==> config.mk <==
export PLATFORM = sky130hd
export DESIGN_NAME = sbst_result_responder
export DESIGN_NICKNAME = d
export VERILOG_FILES = /design/src/rtl/sbst_pkg.sv /design/src/rtl/sbst_result_responder_signature.sv /design/src/rtl/sbst_result_responder.sv
export SDC_FILE = /design/constraint.sdc
export NUM_CORES = 1
export LEC_CHECK = 0
export CAP_MARGIN = 20
export CORE_MARGIN = 10
export CORE_UTILIZATION = 54
export CTS_CLUSTER_DIAMETER = 40
export DETAILED_ROUTE_END_ITERATION = 8
export PLACE_DENSITY_LB_ADDON = 0.2
export SYNTH_ARGS = -nofsm -noshare
export SYNTH_HDL_FRONTEND = slang
export SYNTH_SLANG_ARGS = --single-unit
export TNS_END_PERCENT = 50
==> constraint.sdc <==
create_clock -name clk_i -period 4.4 [get_ports clk_i]
set_input_delay 0.44 -clock clk_i [delete_from_list [all_inputs] [get_ports clk_i]]
set_output_delay 0.44 -clock clk_i [all_outputs]
set_load 0.03 [all_outputs]
==> src/rtl/sbst_pkg.sv <==
// Shared definitions for the SBST result responder: register map, bit indices, FSM states.
// SBST_MISR_EN selects the MISR signature update instead of the additive checksum.
package sbst_pkg;

    localparam logic [5:0] OFF_CTRL     = 6'h00;
    localparam logic [5:0] OFF_STATUS   = 6'h04;
    localparam logic [5:0] OFF_SIG      = 6'h08;
    localparam logic [5:0] OFF_GOLDEN   = 6'h0C;
    localparam logic [5:0] OFF_SIG_DATA = 6'h10;
    localparam logic [5:0] OFF_COUNT    = 6'h14;

    localparam int unsigned CTRL_START = 0;
    localparam int unsigned CTRL_CHECK = 1;

    localparam int unsigned STAT_BUSY = 0;
    localparam int unsigned STAT_DONE = 1;
    localparam int unsigned STAT_PASS = 2;
    localparam int unsigned STAT_ERR  = 3;

    typedef enum logic [0:0] {StIdle, StWait} hs_state_e;

    function automatic logic [31:0] sbst_sig_next(input logic [31:0] sig,
                                                  input logic [31:0] wdata,
                                                  input logic [31:0] poly);
`ifdef SBST_MISR_EN
        return {sig[30:0], ^(sig & poly)} ^ wdata;
`else
        logic unused_poly;
        unused_poly = ^poly;
        return sig + wdata;
`endif
    endfunction

endpackage

==> src/rtl/sbst_result_responder_signature.sv <==
// Signature (SIG) and word-count (COUNT) registers for the SBST responder.
// The update rule comes from sbst_sig_next(), selected by SBST_MISR_EN.
module sbst_signature
    import sbst_pkg::*;
#(
    parameter logic [31:0] POLY = 32'h04C1_1DB7,
    parameter logic [31:0] SEED = 32'h0000_0000
) (
    input  logic        clk,
    input  logic        rst,
    input  logic        start,
    input  logic        update,
    input  logic [31:0] wdata,
    output logic [31:0] sig,
    output logic [15:0] count
);

    always_ff @(posedge clk or posedge rst) begin
        if (rst) begin
            sig   <= '0;
            count <= '0;
        end else if (start) begin
            sig   <= SEED;
            count <= '0;
        end else if (update) begin
            sig   <= sbst_sig_next(sig, wdata, POLY);
            // COUNT saturates rather than wrapping
            count <= (count == 16'hFFFF) ? count : count + 16'd1;
        end
    end

endmodule

==> src/rtl/sbst_result_responder.sv <==
// Memory-mapped SBST result responder on the req/gnt/rvalid data port.
// Build option SBST_MISR_EN switches SIG_DATA updates from checksum to MISR.
module sbst_result_responder
    import sbst_pkg::*;
#(
    parameter logic [31:0] BASE_ADDR   = 32'h1A11_0000,
    parameter int unsigned WAIT_CYCLES = 0,
    parameter logic [31:0] POLY        = 32'h04C1_1DB7,
    parameter logic [31:0] SEED        = 32'h0000_0000
) (
    input  logic        clk_i,
    input  logic        rst_i,
    input  logic        data_req_i,
    input  logic [31:0] data_addr_i,
    input  logic        data_we_i,
    input  logic [3:0]  data_be_i,
    input  logic [31:0] data_wdata_i,
    output logic        data_gnt_o,
    output logic        data_rvalid_o,
    output logic [31:0] data_rdata_o,
    output logic        test_busy_o,
    output logic        test_done_o,
    output logic        go_nogo_o
);

    localparam logic [3:0] WAIT_INIT = (WAIT_CYCLES == 0) ? 4'd0 : 4'(WAIT_CYCLES - 1);

    hs_state_e   state_q;
    logic [3:0]  wait_cnt_q;
    logic        hit, gnt;
    logic [5:0]  off;
    logic [31:0] golden_q, sig_val, rd_val, rdata_q, status;
    logic [15:0] count_val;
    logic        busy_q, done_q, pass_q, err_q, rvalid_q;
    logic        start, check, sig_upd, gold_wr, acc_err;

    assign hit = data_req_i && (data_addr_i[31:6] == BASE_ADDR[31:6]);
    assign off = data_addr_i[5:0];

    always_comb begin
        gnt = 1'b0;
        if (WAIT_CYCLES == 0) begin
            gnt = hit && !rst_i;
        end else begin
            gnt = (state_q == StWait) && (wait_cnt_q == 4'd0);
        end
    end

    always_ff @(posedge clk_i or posedge rst_i) begin
        if (rst_i) begin
            state_q    <= StIdle;
            wait_cnt_q <= '0;
        end else begin
            case (state_q)
                StIdle: begin
                    if (hit && (WAIT_CYCLES != 0)) begin
                        state_q    <= StWait;
                        wait_cnt_q <= WAIT_INIT;
                    end
                end
                StWait: begin
                    if (wait_cnt_q == 4'd0) begin
                        state_q <= StIdle;
                    end else begin
                        wait_cnt_q <= wait_cnt_q - 4'd1;
                    end
                end
                default: state_q <= StIdle;
            endcase
        end
    end

    always_comb begin
        status            = '0;
        status[STAT_BUSY] = busy_q;
        status[STAT_DONE] = done_q;
        status[STAT_PASS] = pass_q;
        status[STAT_ERR]  = err_q;
    end

    // Access decode; all effects qualify on gnt, when the request is sampled.
    always_comb begin
        start   = 1'b0;
        check   = 1'b0;
        sig_upd = 1'b0;
        gold_wr = 1'b0;
        acc_err = 1'b0;
        rd_val  = '0;
        if (gnt) begin
            case (off)
                OFF_CTRL: begin
                    if (data_we_i) begin
                        start = data_wdata_i[CTRL_START];
                        check = data_wdata_i[CTRL_CHECK] && !data_wdata_i[CTRL_START];
                    end
                end
                OFF_STATUS: begin
                    if (data_we_i) acc_err = 1'b1;
                    else           rd_val  = status;
                end
                OFF_SIG: begin
                    if (data_we_i) acc_err = 1'b1;
                    else           rd_val  = sig_val;
                end
                OFF_GOLDEN: begin
                    if (data_we_i) gold_wr = 1'b1;
                    else           rd_val  = golden_q;
                end
                OFF_SIG_DATA: begin
                    if (data_we_i) begin
                        if (busy_q) sig_upd = 1'b1;
                        else        acc_err = 1'b1;
                    end
                end
                OFF_COUNT: begin
                    if (data_we_i) acc_err = 1'b1;
                    else           rd_val  = {16'h0000, count_val};
                end
                default: acc_err = 1'b1;
            endcase
        end
    end

    always_ff @(posedge clk_i or posedge rst_i) begin
        if (rst_i) begin
            rvalid_q <= 1'b0;
            rdata_q  <= '0;
            golden_q <= '0;
            busy_q   <= 1'b0;
            done_q   <= 1'b0;
            pass_q   <= 1'b0;
            err_q    <= 1'b0;
        end else begin
            rvalid_q <= gnt;
            rdata_q  <= rd_val;
            if (gold_wr) begin
                for (int b = 0; b < 4; b++) begin
                    if (data_be_i[b]) golden_q[8*b +: 8] <= data_wdata_i[8*b +: 8];
                end
            end
            if (start) begin
                busy_q <= 1'b1;
                done_q <= 1'b0;
                pass_q <= 1'b0;
                err_q  <= 1'b0;
            end else begin
                if (check && busy_q) begin
                    busy_q <= 1'b0;
                    done_q <= 1'b1;
                    pass_q <= (sig_val == golden_q);
                end
                if (acc_err) err_q <= 1'b1;
            end
        end
    end

    sbst_signature #(
        .POLY (POLY),
        .SEED (SEED)
    ) u_signature (
        .clk    (clk_i),
        .rst    (rst_i),
        .start  (start),
        .update (sig_upd),
        .wdata  (data_wdata_i),
        .sig    (sig_val),
        .count  (count_val)
    );

    assign data_gnt_o    = gnt;
    assign data_rvalid_o = rvalid_q;
    assign data_rdata_o  = rdata_q;
    assign test_busy_o   = busy_q;
    assign test_done_o   = done_q;
    // pass is only ever set together with done, so it is the verdict directly
    assign go_nogo_o     = pass_q;

endmodule

; After elaboration in Yosys (flattened, before gate mapping)
; Cells that the tools add are included.
; Widths: inputs -> output; s select.
[op_classes]
muxes = 36
shift = 0
reduce_logical = 17
multipliers = 0
n_bitwise = 0
addsub = 2
div_mod_pow = 0
magnitude_cmp = 0
n_eq_ne = 9
[ops]
columns = operator, count
row1 = $mux 32, 5
row2 = $pmux 32 s4, 1
row3 = $mux 16, 4
row4 = $add 32x32->32, 1
row5 = $eq 32x32->1, 1
row6 = $eq 26x23->1 const B, 1
row7 = $mux 1, 24
row8 = $add 16x1->16 const B, 1
row9 = $eq 16x16->1 const B, 1
row10 = $eq 6x4->1 const B, 2
row11 = $eq 6x5->1 const B, 2
row12 = $reduce_and 2->1, 5
row13 = $eq 6x3->1 const B, 1
row14 = $logic_not 6->1, 1
row15 = $reduce_bool 2->1, 3
row16 = $logic_and 1x1->1, 4
row17 = $mux 4, 1
row18 = $pmux 1 s3, 1
row19 = $reduce_or 3->1, 1
row20 = $logic_not 1->1, 2
row21 = $ne 2x2->1 const B, 1
row22 = $reduce_or 2->1, 1
[totals]
ramBits = 0
memories = 0
word_cells = 76
out_inout_bits = 37
register_bits = 117
rom_bits = 0
latch_bits = 0
inputBits = 72

; Logic depth before layout (Yosys ltp)
[depth]
depth_word = 8
ltp_mapped = 11
mapped_depth_nobuf = 11

; Cells and area by module
; Synthesis repeated with hierarchy kept, for this count alone.
[hier_totals]
hier_cells = 698
area_unflattened_um2 = 6971.7
[modules_own_cells]
columns = mod, cells_per_inst, area_per_inst_um2, n_inst, seq_area_each_um2
row1 = sbst_signature, 406, 3648.5, 1, 1201.2
row2 = sbst_result_responder, 292, 3323.2, 1, 1726.7

; Worst setup path after synthesis
; Ideal clock, no wire load.
[synth_path]
path_kind = input-to-reg
startpoint = input port data_wdata_i[0]
endpoint = register u_signature.sig[30]
required_ps = 4270
setup_time_ps = 130
path_buffers = 0
arrival_ps = 2813
setup_slack_ps = 1457
stages = 11
cell_sequence = ha_1 > fa_1 > a21o_1 > a221oi_2 > o21ai_2 > o2111ai_2 > a21oi_2 > a41o_4 > o41ai_2 > xor2_1 > o21ai_1
[synth_via]
elab_chain_cells = 4
elab_cells_between_ends = 7
classes_between = add/sub: 1 / mux: 5 / reduce/logical: 1
[synth_rtl]
columns = element, line_no
row1 = "start, declared", sbst_result_responder.sv:17  ; input logic [31:0] data_wdata_i,
row2 = branches (longest 4 deep; another with $add 32x32->32), n/a
row3 = "end signal, assigned", sbst_result_responder_signature.sv:26  ; sig <= sbst_sig_next(sig, wdata, POLY);
row4 = "end, declared", sbst_result_responder_signature.sv:14  ; output logic [31:0] sig,
; Parallel ways; which one is timed is not known. The select of a mux whose other input is x is not followed.
; A chain may end at the register's enable or synchronous reset.

; Worst setup path in the final report
; Same ends and word-level chain as after synthesis.

==> flow_summary_export.csv <==
group,metric,value,unit
route,drt_iter0_markers,562,
synth,syn_area_per_cell,10.11,sq um
critical_path,reg2reg_to,"u_signature.sig[30]",
critical_path,crit_start,"data_wdata_i[0]",
timing,period_needed,3.336,ns
timing,tightest_slew,0.8409,ns
timing,finalSetupViolCount,0,
synth,yosysSeqAreaShare,42.92,%
critical_path,cp-end-kind,"register",
clock_network,cts_setup_buffers,0,
min_path,hold_class,"reg -> reg",
grt,grt-ovfl-total,0,
min_path,min-delay-start,"err_q",
timing,max_slew_margin,43.94,%
grt,grtUsageTotal,22.60,%
synth,yosys_warnings,0,
timing,timing.fmax,299.7,MHz
critical_path,path_buf_inv,1,
status,status,"completed",
power,power_density,314.4,mW/mm^2
route,num_vias,5904,
cells_and_area,antenna_cells,0,
synth,synth-main-ff-cell,"dfrtp_1",
placement,place_inst,935,
grt,grt_pass1_wl,32060,microns
clock_network,cts_resized,0,
placement,hpwl,14010,microns
cells_and_area,final_cell_mix,"117 x dfrtp_1, 108 x clkdlybuf4s50_1, 65 x nor2_1, 56 x xor2_1, 50 x o21ai_0",
clock_network,cts.htree.levels,4,
floorplan,die_width,132.4,microns
synth,ys_seq_elements,117,
floorplan,rows,40,
critical_path,timing.rr.start,"u_signature.sig[0]",
critical_path,reg2reg_depth,11,
critical_path,cp_slowest_cell,"clkdlybuf4s50_1",
critical_path,arrival,3.65,ns
grt,grt_max_degree,66,
cells_and_area,fin_cells,969,
clock_network,clk_latency,0.43,ns
power,p_leak,4.162,nW
cells_and_area,layout.nets,893,
synth,syn-cell-area,0.006822,sq mm
placement,postPlaceCellArea,0.008082,sq mm
critical_path,max_stage_delay,0.50,ns
floorplan,num_io_pins,109,
min_path,min_to,"err_q",
cells_and_area,layout_commonest_cell,"dfrtp_1",
cells_and_area,stdcell_area,0.008758,sq mm
critical_path,cp_max_fo,5,
timing,finalCritPeriodShare,75.83,%
critical_path,critPathTopFamily,"compound AO/OA/AOI/OAI gates",
critical_path,crit_type,"in -> reg",
grt,antenna_found_initial,0,
route,ant_nets,0,
timing,slew_viol_final,0,
clock_network,cts_hold_buf,0,
synth,synthesis.nets,780,
clock_network,clk_pin_slew,0.05,ns
clock_network,cts_tree,"built",
clock_network,cts_inserted_buffers,17,
route,wl_per_cell,20.16,microns
floorplan,fp.dieH,132.4,microns
synth,synthCells,675,
clock_network,root_buffer,"clkbuf_16",
flow_run,cap_violations,0,
critical_path,cp-start-kind,"input pin",
min_path,min_path_cells,2,
critical_path,cp_cell_sequence,"clkdlybuf4s50_1 -> ha_1 -> fa_1 -> a21o_1 -> a221oi_2 -> o21ai_2 -> o2111ai_2 -> a21oi_2 -> a41o_4 -> o41ai_2 -> xor2_1 -> o21ai_1",
floorplan,start_util,55.86,%
clock_network,cts.sinks,117,
timing,tns,0,ns
route,drc,0,
placement,port_buffers,108,
timing,rsz0062_at_grt,"no",
critical_path,ff2ff_setup_slack,1.20,ns
power,power,2.754,mW
floorplan,fp.dieArea,0.01753,sq mm
route,dr.pass1.iters,7,
route,postRouteWirelength,19540,microns
grt,first_global_vias,6101,
critical_path,critPathRequiredTime,4.71,ns
clock_network,cts.path.max_buffers,2,
synth,synth_edf_count,0,
route,post_drt_via_cell_ratio,6.093,
cells_and_area,final_layout_size_suffix_gt1_share,12.86,%
synth,async_flop_share,100.0,%
power,ir_drop,0.2229,mV
timing,skew,0.006940,ns
timing,hold_viol,0,
floorplan,core,0.01221,sq mm
synth,yosysUniqueCellTypes,64,
cells_and_area,syn2layout_area_growth,28.39,%
placement,place_congestion,0.9166,
## cell families after synthesis
kind of cell	Yosys count	share of synthesized area, %
flip-flops	117	42.92
XOR/XNOR	71	9.116
multiplexers	38	6.163
buffers and inverters	33	1.944
AO/OA/AOI/OAI	165	16.97
adder cells (fa/ha/maj)	33	6.163
AND/OR/NAND/NOR	218	16.73
## worst max path at each step
stage	end	cells past startpoint
finish	u_signature.sig[30]	12
global route	u_signature.sig[30]	12
CTS	u_signature.sig[30]	12
detailed placement	u_signature.sig[30]	12
global placement	u_signature.sig[30]	12
floorplan	data_rdata_o[0]	1
## worst reg2reg max path, stage by stage (launching register included)
cell       delay, ns
dfrtp_1         0.42
ha_1            0.23
fa_1            0.41
a21o_1          0.22
a221oi_2        0.34
o21ai_2         0.16
o2111ai_2       0.28
a21oi_2         0.15
a41o_4          0.31
o41ai_2         0.30
xor2_1          0.17
o21ai_1         0.07
## final cells by class
class	instances	area, sq um
clock buffers	18	429.2
clock inverters	14	209.0
fillers	954	3453
inverters	9	36.28
multi-input cells	525	3766
flip-flops and latches	117	2928
well taps	168	210.2
repair buffers	118	1180
## sequential cells by signal, summed over array words and instances (netlist names)
register,cells
data_rdata_o,32
golden_q,32
u_signature.sig,32
u_signature.count,16
data_rvalid_o,1
err_q,1
go_nogo_o,1
test_busy_o,1
test_done_o,1
## through the flow
| stage | worst slack (ns) | hold WS (ns) | util (%) |
|---|---|---|---|
| floorplan | 0.8592 | 0.4618 | - |
| global placement | 0.7401 | 0.4885 | 66.18 |
| detailed placement | 0.6593 | 0.4949 | 66.18 |
| CTS | 1.101 | 0.4954 | 71.40 |
| global route | 0.8966 | 0.5649 | 71.72 |
| finish | 1.064 | 0.4912 | 71.72 |
## synthesized netlist by cell type (15+ instances only)
master    number  area, sq um
mux2_2        32        360.4
ha_1          32        400.4
xor2_1        56        490.5
dfrtp_1      117         2928
nand3_1       27        135.1
a21o_1        17        127.6
nand2_1       48        180.2
o21ai_0       50        250.2
nor2_1        65        244.0
xnor2_1       15        131.4
a21oi_1       29        145.1
a22oi_1       20        150.1
clkbuf_1      19        71.32
## power breakdown
part	total [mW]	internal, mW	switching (mW)
registers	1.08	1.08	0.00000000330
logic	0.171	0.0858	0.0855
clock network	1.51	0.998	0.507
total	2.75	2.16	0.593
## layer usage
| layer | up-vias | GRT usage (%) | part of all wire (%) |
|---|---|---|---|
| li1 | 2712 | - | - |
| met1 | 2905 | 28.04 | 44 |
| met2 | 243 | 36.41 | 46 |
| met3 | 44 | 6.326 | 7.4 |
| met4 | 0 | 8.680 | 2.6 |
| met5 | - | 0 | 0 |
(Power assumes the default switching activity.)
